==> src/rtl/gray_pkg.sv <==
// gray_pkg -- shared constants and types for the Gray sequence generator.
//   GRAY_WIDTH : default code-word / beat-count width
//   state_t    : FSM states IDLE, RUN, DONE
package gray_pkg;
  localparam int GRAY_WIDTH = 4;

  typedef enum logic [1:0] {
    IDLE = 2'd0,
    RUN  = 2'd1,
    DONE = 2'd2
  } state_t;
endpackage

==> src/rtl/gray_seq_gen_bin2gray.sv <==
// bin2gray -- combinational binary-to-Gray converter.
//   bin  : binary input word
//   gray : Gray-coded word, g = b ^ (b >> 1)
module bin2gray #(
  parameter int WIDTH = 4
) (
  input  logic [WIDTH-1:0] bin,
  output logic [WIDTH-1:0] gray
);
  assign gray = bin ^ (bin >> 1);
endmodule

==> src/rtl/gray_seq_gen.sv <==
// gray_seq_gen -- emits a run of len+1 Gray-coded words, counting up or down
// from seed, over a valid/ready handshake.
//   clk, rst        : clock, asynchronous active-high reset
//   start           : launch a sequence (accepted in IDLE only)
//   seed, len, dir  : start value, beats-1, 1=up/0=down (captured on start)
//   abort           : drop the active sequence, no done pulse
//   gray, valid     : registered output word and its qualifier
//   ready           : downstream accept
//   busy            : high while in RUN
//   done            : one-cycle pulse after the final transfer
module gray_seq_gen
  import gray_pkg::*;
#(
  parameter int WIDTH = GRAY_WIDTH
) (
  input  logic             clk,
  input  logic             rst,
  input  logic             start,
  input  logic [WIDTH-1:0] seed,
  input  logic [WIDTH-1:0] len,
  input  logic             dir,
  input  logic             abort,
  output logic [WIDTH-1:0] gray,
  output logic             valid,
  input  logic             ready,
  output logic             busy,
  output logic             done
);
  localparam logic [WIDTH-1:0] ONE = {{(WIDTH-1){1'b0}}, 1'b1};

  state_t           state_q, state_d;
  logic [WIDTH-1:0] bin_q, bin_d;
  logic [WIDTH-1:0] gray_q, gray_d;
  logic [WIDTH-1:0] rem_q, rem_d;
  logic             dir_q, dir_d;
  logic             valid_q, valid_d;
  logic             busy_q, busy_d;
  logic             done_q, done_d;

  // gray is always re-derived from the next binary value, so holding bin
  // also holds gray and the two can never drift apart.
  bin2gray #(.WIDTH(WIDTH)) u_bin2gray (
    .bin  (bin_d),
    .gray (gray_d)
  );

  always_comb begin
    state_d = state_q;
    bin_d   = bin_q;
    rem_d   = rem_q;
    dir_d   = dir_q;
    valid_d = 1'b0;
    case (state_q)
      IDLE: begin
        if (start) begin
          state_d = RUN;
          bin_d   = seed;
          rem_d   = len;
          dir_d   = dir;
          valid_d = 1'b1;
        end
      end
      RUN: begin
        valid_d = 1'b1;
        if (abort) begin
          // abort wins over a same-edge transfer; the word is left as is
          state_d = IDLE;
          valid_d = 1'b0;
        end else if (valid_q && ready) begin
          if (rem_q == '0) begin
            state_d = DONE;
            valid_d = 1'b0;
          end else begin
            bin_d = dir_q ? bin_q + ONE : bin_q - ONE;
            rem_d = rem_q - ONE;
          end
        end
      end
      DONE:    state_d = IDLE;
      default: state_d = IDLE;
    endcase
    busy_d = (state_d == RUN);
    done_d = (state_d == DONE);
  end

  always_ff @(posedge clk or posedge rst) begin
    if (rst) begin
      state_q <= IDLE;
      bin_q   <= '0;
      gray_q  <= '0;
      rem_q   <= '0;
      dir_q   <= 1'b1;
      valid_q <= 1'b0;
      busy_q  <= 1'b0;
      done_q  <= 1'b0;
    end else begin
      state_q <= state_d;
      bin_q   <= bin_d;
      gray_q  <= gray_d;
      rem_q   <= rem_d;
      dir_q   <= dir_d;
      valid_q <= valid_d;
      busy_q  <= busy_d;
      done_q  <= done_d;
    end
  end

  assign gray  = gray_q;
  assign valid = valid_q;
  assign busy  = busy_q;
  assign done  = done_q;
endmodule

==> config.mk <==
export PLATFORM = sky130hd
export DESIGN_NAME = gray_seq_gen
export DESIGN_NICKNAME = d
export VERILOG_FILES = /design/src/rtl/gray_pkg.sv /design/src/rtl/gray_seq_gen_bin2gray.sv /design/src/rtl/gray_seq_gen.sv
export SDC_FILE = /design/constraint.sdc
export NUM_CORES = 1
export LEC_CHECK = 0
export CORE_MARGIN = 2
export CORE_UTILIZATION = 53
export CTS_BUF_LIST = sky130_fd_sc_hd__clkbuf_8
export CTS_CLUSTER_DIAMETER = 40
export CTS_CLUSTER_SIZE = 30
export DETAILED_ROUTE_END_ITERATION = 10
export PLACE_DENSITY = 0.84
export SLEW_MARGIN = 20
export SYNTH_ARGS = -nofsm -noshare
export SYNTH_HDL_FRONTEND = slang
export SYNTH_HIERARCHICAL = 1
export SYNTH_SLANG_ARGS = --single-unit
==> constraint.sdc <==
create_clock -name clk -period 4.8 [get_ports clk]
set_clock_uncertainty 0.1 [all_clocks]
set_input_delay 0.96 -clock clk [delete_from_list [all_inputs] [get_ports clk]]
set_output_delay 0.96 -clock clk [all_outputs]
set_load 0.02 [all_outputs]
==> metrics.md, run 1 <==
| Metric | Value |
|---|---|
| Clk root buf | `clkbuf_8` |
| Largest family of logic cells by synthesized area | `simple AND/OR/NAND/NOR gates` |
| Startpoint Class | `input port` |
| 1st-pass router iterations | `4` |
| Vias in the first global route | `945` |
| Synth Net Count | `126` |
| Vias/cell | `5.97` |
| Peak Freq | `0.382 GHz` |
| Drt wl/cell | `15.7 um` |
| DR iter-0 viols | `17` |
| Critical Path RT | `4880 ps` |
| Predominant post-synthesis flop cell | `dfrtp_1` |
| Lkg Pwr | `0.585 nW` |
| Postcts setup bufs | `0` |
| Final ANT Viol Nets | `0` |
| Routed vias | `913` |
| Remaining DRCs | `0` |
| Die ar. | `2510 um2` |
| Clock share of power | `15.4%` |
| Setup violators final | `0` |
| Routability congestion estimate | `0.807` |
| Simple-Gate Fraction of Synth Area | `22.6%` |
| Minimum clock period | `2620 ps` |
| # diodes | `0` |
| Async set or reset register ratio after synthesis | `100%` |
| Port buffer count | `20` |
| # Max-Cap Violations | `0` |
| Total power | `0.000695 W` |
| Post-cts resize count | `0` |
| CTS tree | `built` |
| Avg Cell Area, Syn | `10.4 um2` |
| Initial Utilization | `56.8%` |
| CTS max path bufs | `2` |
| Synth top area share | `37.8%` |
| Detailed-route wire length | `2400 um` |
| Kind of critical path | `input port to register` |
| Commonest non-fill, non-tap cell in the layout | `clkdlybuf4s50_1` |
| Ratio of cells with drive above 1 in the final layout | `9.52%` |
| Synthesis warning total | `6` |
| Cts bufs inserted | `3` |
| # IOs | `21` |
| Worst Tran Pin Value | `712 ps` |
| Post-Syn Area | `1120 um2` |
| Post-Syn Instances | `108` |
| Internal | `0.000414 W` |
| Sequential share of power | `39.0%` |
| Mux share of post-synthesis cell area | `2.67%` |
| Status | `completed` |
| DPL Wire Length | `1810 um` |
| Die W | `50.1 um` |
| Peak supply drop | `321 uV` |
| Hold-fix buffers, CTS | `0` |
| Ranking of synthesized cells by area | `dfrtp_1 (38%), ha_1 (3.3%), nor3b_4 (3.3%)` |
| Rows | `16` |
| Comb pwr share | `45.6%` |
| Adder-cell share of the synthesized area | `5.12%` |
| Switching share of power | `40.4%` |
| Final Cycle Share | `54.6%` |
| Area delta synth->final | `21.2%` |
| Number of antenna violations at the first check in global routing | `0` |
| Power per cell area | `509 nW/um2` |
| FILL cells | `141` |
| Synth area leader | `dfrtp_1` |
| Largest net degree at the start of global routing | `19` |
| Post-synth EDFFs | `0` |
| Total negative slack | `0 ps` |
| Net Sw Power | `0.000281 W` |
| Clock latency on the worst-skew pair | `260 ps` |
| Crit-path max FO | `7` |
| CP arrival | `2700 ps` |
| Fin nets | `145` |
| RSZ-0062 raised after global routing | `false` |
| Final slew viol count | `0` |
| Worst relative slew slack | `52.5%` |
| GRT Total Usage | `22.2%` |
| Post-synth cell types | `45` |
| Hold Path Class | `register to register` |
| Hold Violations, Final | `0` |
| Die height | `50.1 um` |
| Core area | `1980 um2` |
| Clock transition at the registers of the reported paths | `70 ps` |
| Compound-Gate Fraction of Synth Area | `19.8%` |
| First-pass GRT wire length | `4080 um` |
| Synth Area in XOR/XNOR | `3.11%` |
| CP Capture Type | `register` |
| Seq/Total Area, Yosys | `40.2%` |
| Clk sinks | `18` |
| #FFs+latches synth | `18` |
| H-tree depth | `1` |
| Total grt overflow | `0` |
| Highest-count cells in the layout ignoring fill and taps | `clkdlybuf4s50_1 (20), dfrtp_1 (17), inv_1 (10)` |
==> final cells by class <==
cell class / instances / area [um2] / area share [%]
multi-input cells: 75 / 599 / 43.9
flip-flops and latches: 18 / 452 / 33.1
well taps: 27 / 33.8 / 2.48
repair buffers: 20 / 200 / 14.7
inverters: 9 / 33.8 / 2.48
clock inverters: 1 / 3.75 / 0.275
clock buffers: 3 / 41.3 / 3.03
==> sequential cells by signal, indices dropped and copies added (netlist names) <==
| signal | flops |
|---|---|
| state_q | 2 |
| busy | 1 |
| bin_q | 4 |
| valid | 1 |
| dir_q | 1 |
| rem_q | 4 |
| gray | 4 |
| done | 1 |
==> cells by family (layout without fill, tap and decap cells) <==
logic type,after synthesis,after routing
buffers and inverters,15,33
and+or+nand+nor,34,34
AOI/OAI and AO/OA,30,30
DFF,18,18
xor gates and xnor gates,4,4
adders and majority gates,4,4
muxes,3,3
==> per-stage QoR <==
stage                     setup slack (ps)  hold WS, ps  util, %  instances  cell area, um2
after CTS                             2210          465     68.8        153            1360
after global placement                2050          450     66.5        149            1320
final                                 2180          474     68.8        153            1360
after detailed placement              1950          455     66.5        149            1320
after floorplan                       2690          429        -        108            1120
after global routing                  2060          522     68.8        153            1360
==> critical path, cell delays in order <==
cell and delay [ps]:
clkdlybuf4s50_1 500, nand3b_4 240, nor2_1 300, mux2i_1 120
o21ai_0 370, xor2_1 210
==> Yosys cell counts (all sizes together), types with 2 or more instances <==
cell type   n
buf         5
dfrtp      17
a21oi       5
ha          3
nor3        5
o31ai       3
nor2        8
nand2b      2
inv         9
a2111oi     2
nand2       5
a221oi      4
xor2        3
nor3b       5
nand3b      2
o211ai      2
a311oi      2
o21ai       6
mux2i       3
==> path summary, 6_finish.rpt <==
| path | startpoint | endpoint | slack, ps | cells past startpoint |
|---|---|---|---|---|
| setup / recovery | abort | gray[1] | 2180 | 6 |
| hold / removal | rem_q[1] | rem_q[1] | 470 | 2 |
| setup reg to reg | rem_q[0] | gray[1] | 2590 | 7 |
| hold reg to reg | rem_q[1] | rem_q[1] | 470 | 2 |
| max in group asynchronous | rst | valid | 3130 | 2 |
| min in group asynchronous | rst | gray[3] | 1020 | 2 |
==> per-layer routing <==
layer	track usage (%)	wire, um	vias to the layer above
met4	9.72	62	0
met1	27.4	1070	443
met3	6.67	118	9
met2	35.5	1140	30
met5	0	0	-
li1	-	-	431
==> power groups by stage <==
| stage | clock, W | combinational [W] | sequential, W |
|---|---|---|---|
| floorplan | 0 | 0.000211 | 0.000281 |
| global placement | 0 | 0.000301 | 0.000269 |
| detailed placement | 0 | 0.000316 | 0.000272 |
| CTS | 0.000110 | 0.000318 | 0.000270 |
| global route | 0.000118 | 0.000350 | 0.000278 |
| finish | 0.000107 | 0.000317 | 0.000271 |
Note: power is estimated with default switching activity, not from simulation.
==> run 2: changes to the inputs <==
clock period = 2.58 ns   (was 4.8 ns; I/O delays follow)
==> run 2 against run 1 <==
  * Routed wire length increased by 2.7%
  * Utilization is the same
  * Clock power up 89%
  * Sequential cell count stayed put
  * Critical path depth up 1
  * Critical path type is now register to register
  * Global-route usage up 0.77 points
  * Sequential power grew 87%
  * Final area did not move
  * Final cell count stayed put
  * Via count grew 0.66%
  * Total power grew 87%
==> metrics.md, run 2 (synthesis results as in run 1) <==
| Metric | Value |
|---|---|
| Status | `completed (unchanged)` |
| Power per cell area | `950 nW/um2 (was 509 nW/um2)` |
| Number of antenna violations at the first check in global routing | `0 (unchanged)` |
| Ratio of cells with drive above 1 in the final layout | `9.52% (unchanged)` |
| Sequential share of power | `39.0% (about the same)` |
| Commonest non-fill, non-tap cell in the layout | `clkdlybuf4s50_1 (unchanged)` |
| WHS Path Cells | `2 (unchanged)` |
| Clock transition at the registers of the reported paths | `70 ps (about the same)` |
| Fin nets | `145 (unchanged)` |
| Clk sinks | `18 (unchanged)` |
| CP max stage delay | `580 ps (was 500 ps)` |
| Total negative slack | `0 ps (unchanged)` |
| CTS max path bufs | `2 (unchanged)` |
| Clk root buf | `clkbuf_8 (unchanged)` |
| # IOs | `21 (unchanged)` |
| Critical Path RT | `2670 ps (was 4880 ps)` |
| Clock share of power | `15.6% (was 15.4%)` |
| Worst-path cell chain | `inv_1 > ha_1 > a21o_1 > a2111oi_0 > a311oi_1 > nand2_1 > xor2_1 (was clkdlybuf4s50_1 > nand3b_4 > nor2_1 > mux2i_1 > o21ai_0 > xor2_1)` |
| Internal | `0.000769 W (was 0.000414 W)` |
| Clock latency on the worst-skew pair | `260 ps (about the same)` |
| Detailed-route wire length | `2460 um (was 2400 um)` |
| 1st-pass router iterations | `4 (unchanged)` |
| Vias/cell | `6.01 (was 5.97)` |
| Post-cts resize count | `0 (unchanged)` |
| Lkg Pwr | `0.585 nW (unchanged)` |
| Final slew viol count | `0 (unchanged)` |
| First-pass GRT wire length | `4180 um (was 4080 um)` |
| Hold-fix buffers, CTS | `0 (unchanged)` |
| Remaining DRCs | `0 (unchanged)` |
| FF-to-FF End | `gray[2] (was gray[1])` |
| Postcts setup bufs | `0 (unchanged)` |
| # diodes | `0 (unchanged)` |
| DR iter-0 viols | `39 (was 17)` |
| Hold Path Class | `register to register (unchanged)` |
| Rows | `16 (unchanged)` |
| Switching share of power | `40.6% (was 40.4%)` |
| Drt wl/cell | `16.1 um (was 15.7 um)` |
| Highest-count cells in the layout ignoring fill and taps | `clkdlybuf4s50_1 (20), dfrtp_1 (17), inv_1 (10) (unchanged)` |
| Total grt overflow | `0 (unchanged)` |
| Startpoint Class | `register (was input port)` |
| Net Sw Power | `0.000526 W (was 0.000281 W)` |
| Crit-path max FO | `5 (was 7)` |
| Area delta synth->final | `21.2% (unchanged)` |
| H-tree depth | `1 (unchanged)` |
| Worst r2r src | `dir_q (was rem_q[0])` |
| CP Capture Type | `register (unchanged)` |
| Final WS setup | `386 ps (was 2180 ps)` |
| Worst Reg-to-Reg Cells | `7 (unchanged)` |
| Port buffer count | `20 (unchanged)` |
| Post-DP Area | `1320 um2 (unchanged)` |
| # Max-Cap Violations | `0 (unchanged)` |
| Cts bufs inserted | `3 (unchanged)` |
| Die W | `50.1 um (unchanged)` |
| CP Launch Point | `dir_q (was abort)` |
| Reg2Reg Setup Slack | `390 ps (was 2590 ps)` |
| CP endpoint | `gray[2] (was gray[1])` |
| Minimum clock period | `2190 ps` |
| Peak Freq | `0.456 GHz` |
| Final Cycle Share | `85.1%` |
| Initial Utilization | `56.8% (unchanged)` |
| Setup WS pre-CTS | `169 ps (was 1950 ps)` |
| CTS tree | `built (unchanged)` |
| Final ANT Viol Nets | `0 (unchanged)` |
| Setup violators final | `0 (unchanged)` |
| Kind of critical path | `register to register (was input port to register)` |
| Vias in the first global route | `921 (was 945)` |
| Die height | `50.1 um (unchanged)` |
| CP arrival | `2280 ps (was 2700 ps)` |
| GRT Total Usage | `23.0% (was 22.2%)` |
| Final instance area | `1360 um2 (unchanged)` |
| Routability congestion estimate | `0.807 (unchanged)` |
| Core area | `1980 um2 (unchanged)` |
| Slowest stage cell, crit path | `dfstp_2 (was clkdlybuf4s50_1)` |
| Largest net degree at the start of global routing | `19 (unchanged)` |
| Hold Violations, Final | `0 (unchanged)` |
| Peak supply drop | `596 uV (was 321 uV)` |
| Total power | `0.00130 W (was 0.000695 W)` |
| Worst relative slew slack | `51.8% (was 52.5%)` |
| Die ar. | `2510 um2 (unchanged)` |
| Routed vias | `919 (was 913)` |
| Worst Tran Pin Value | `723 ps (was 712 ps)` |
| RSZ-0062 raised after global routing | `false (unchanged)` |
| Comb pwr share | `45.4% (was 45.6%)` |
| DPL Wire Length | `1810 um (about the same)` |
[run 2: cell counts in the layout (fill, tap and decap cells not counted)]
No cell type changed its count.
[run 2: critical path: cells and delay by family, from the launching register on]
family	cells	cell delay (ps)
compound gates	3	720
flops	1	580
fa+ha+maj	1	310
simple gates	1	150
xor+xnor	1	150
buf+inv	1	110
[run 2: how the worst min path moves through the flow]
| stage | from | to |
|---|---|---|
| 5_1_grt | rem_q[1] | rem_q[1] |
| 2_1_floorplan | rst | bin_q[0] |
| 6_report | rem_q[1] | rem_q[1] |
| 4_1_cts | rem_q[1] | rem_q[1] |
| 3_5_place_dp | rem_q[1] | rem_q[1] |
| 3_3_place_gp | rem_q[1] | rem_q[1] |
[run 2: cell type report]
cell class	count	area [um2]
fill	140	618
multi-input combinational	75	599
sequential	18	452
timing repair buffer	20	200
clock buffer	3	41.3
inverter	9	33.8
tap	27	33.8
clock inverter	1	3.75
[run 2: metal layers]
metal	vias up	global-route usage [%]	routed length, um
met5	-	0	0
met4	0	11.1	65
met3	7	6.67	153
met2	33	34.2	1190
met1	443	30.4	1050
li1	436	-	-
[run 2: power by group through the flow]
stage | combinational (W) | sequential [W] | clock, W
3_5_place_dp | 0.000585 | 0.000507 | 0
2_1_floorplan | 0.000393 | 0.000522 | 0
3_3_place_gp | 0.000560 | 0.000500 | 0
4_1_cts | 0.000588 | 0.000502 | 0.000207
5_1_grt | 0.000649 | 0.000519 | 0.000222
6_report | 0.000588 | 0.000506 | 0.000202
[run 2: stage by stage]
step	hold WS, ps	cells	util (%)
final	479	153	68.8
after floorplan	354	108	-
after global routing	522	153	68.8
after detailed placement	455	149	66.5
after CTS	465	153	68.8
after global placement	450	149	66.5
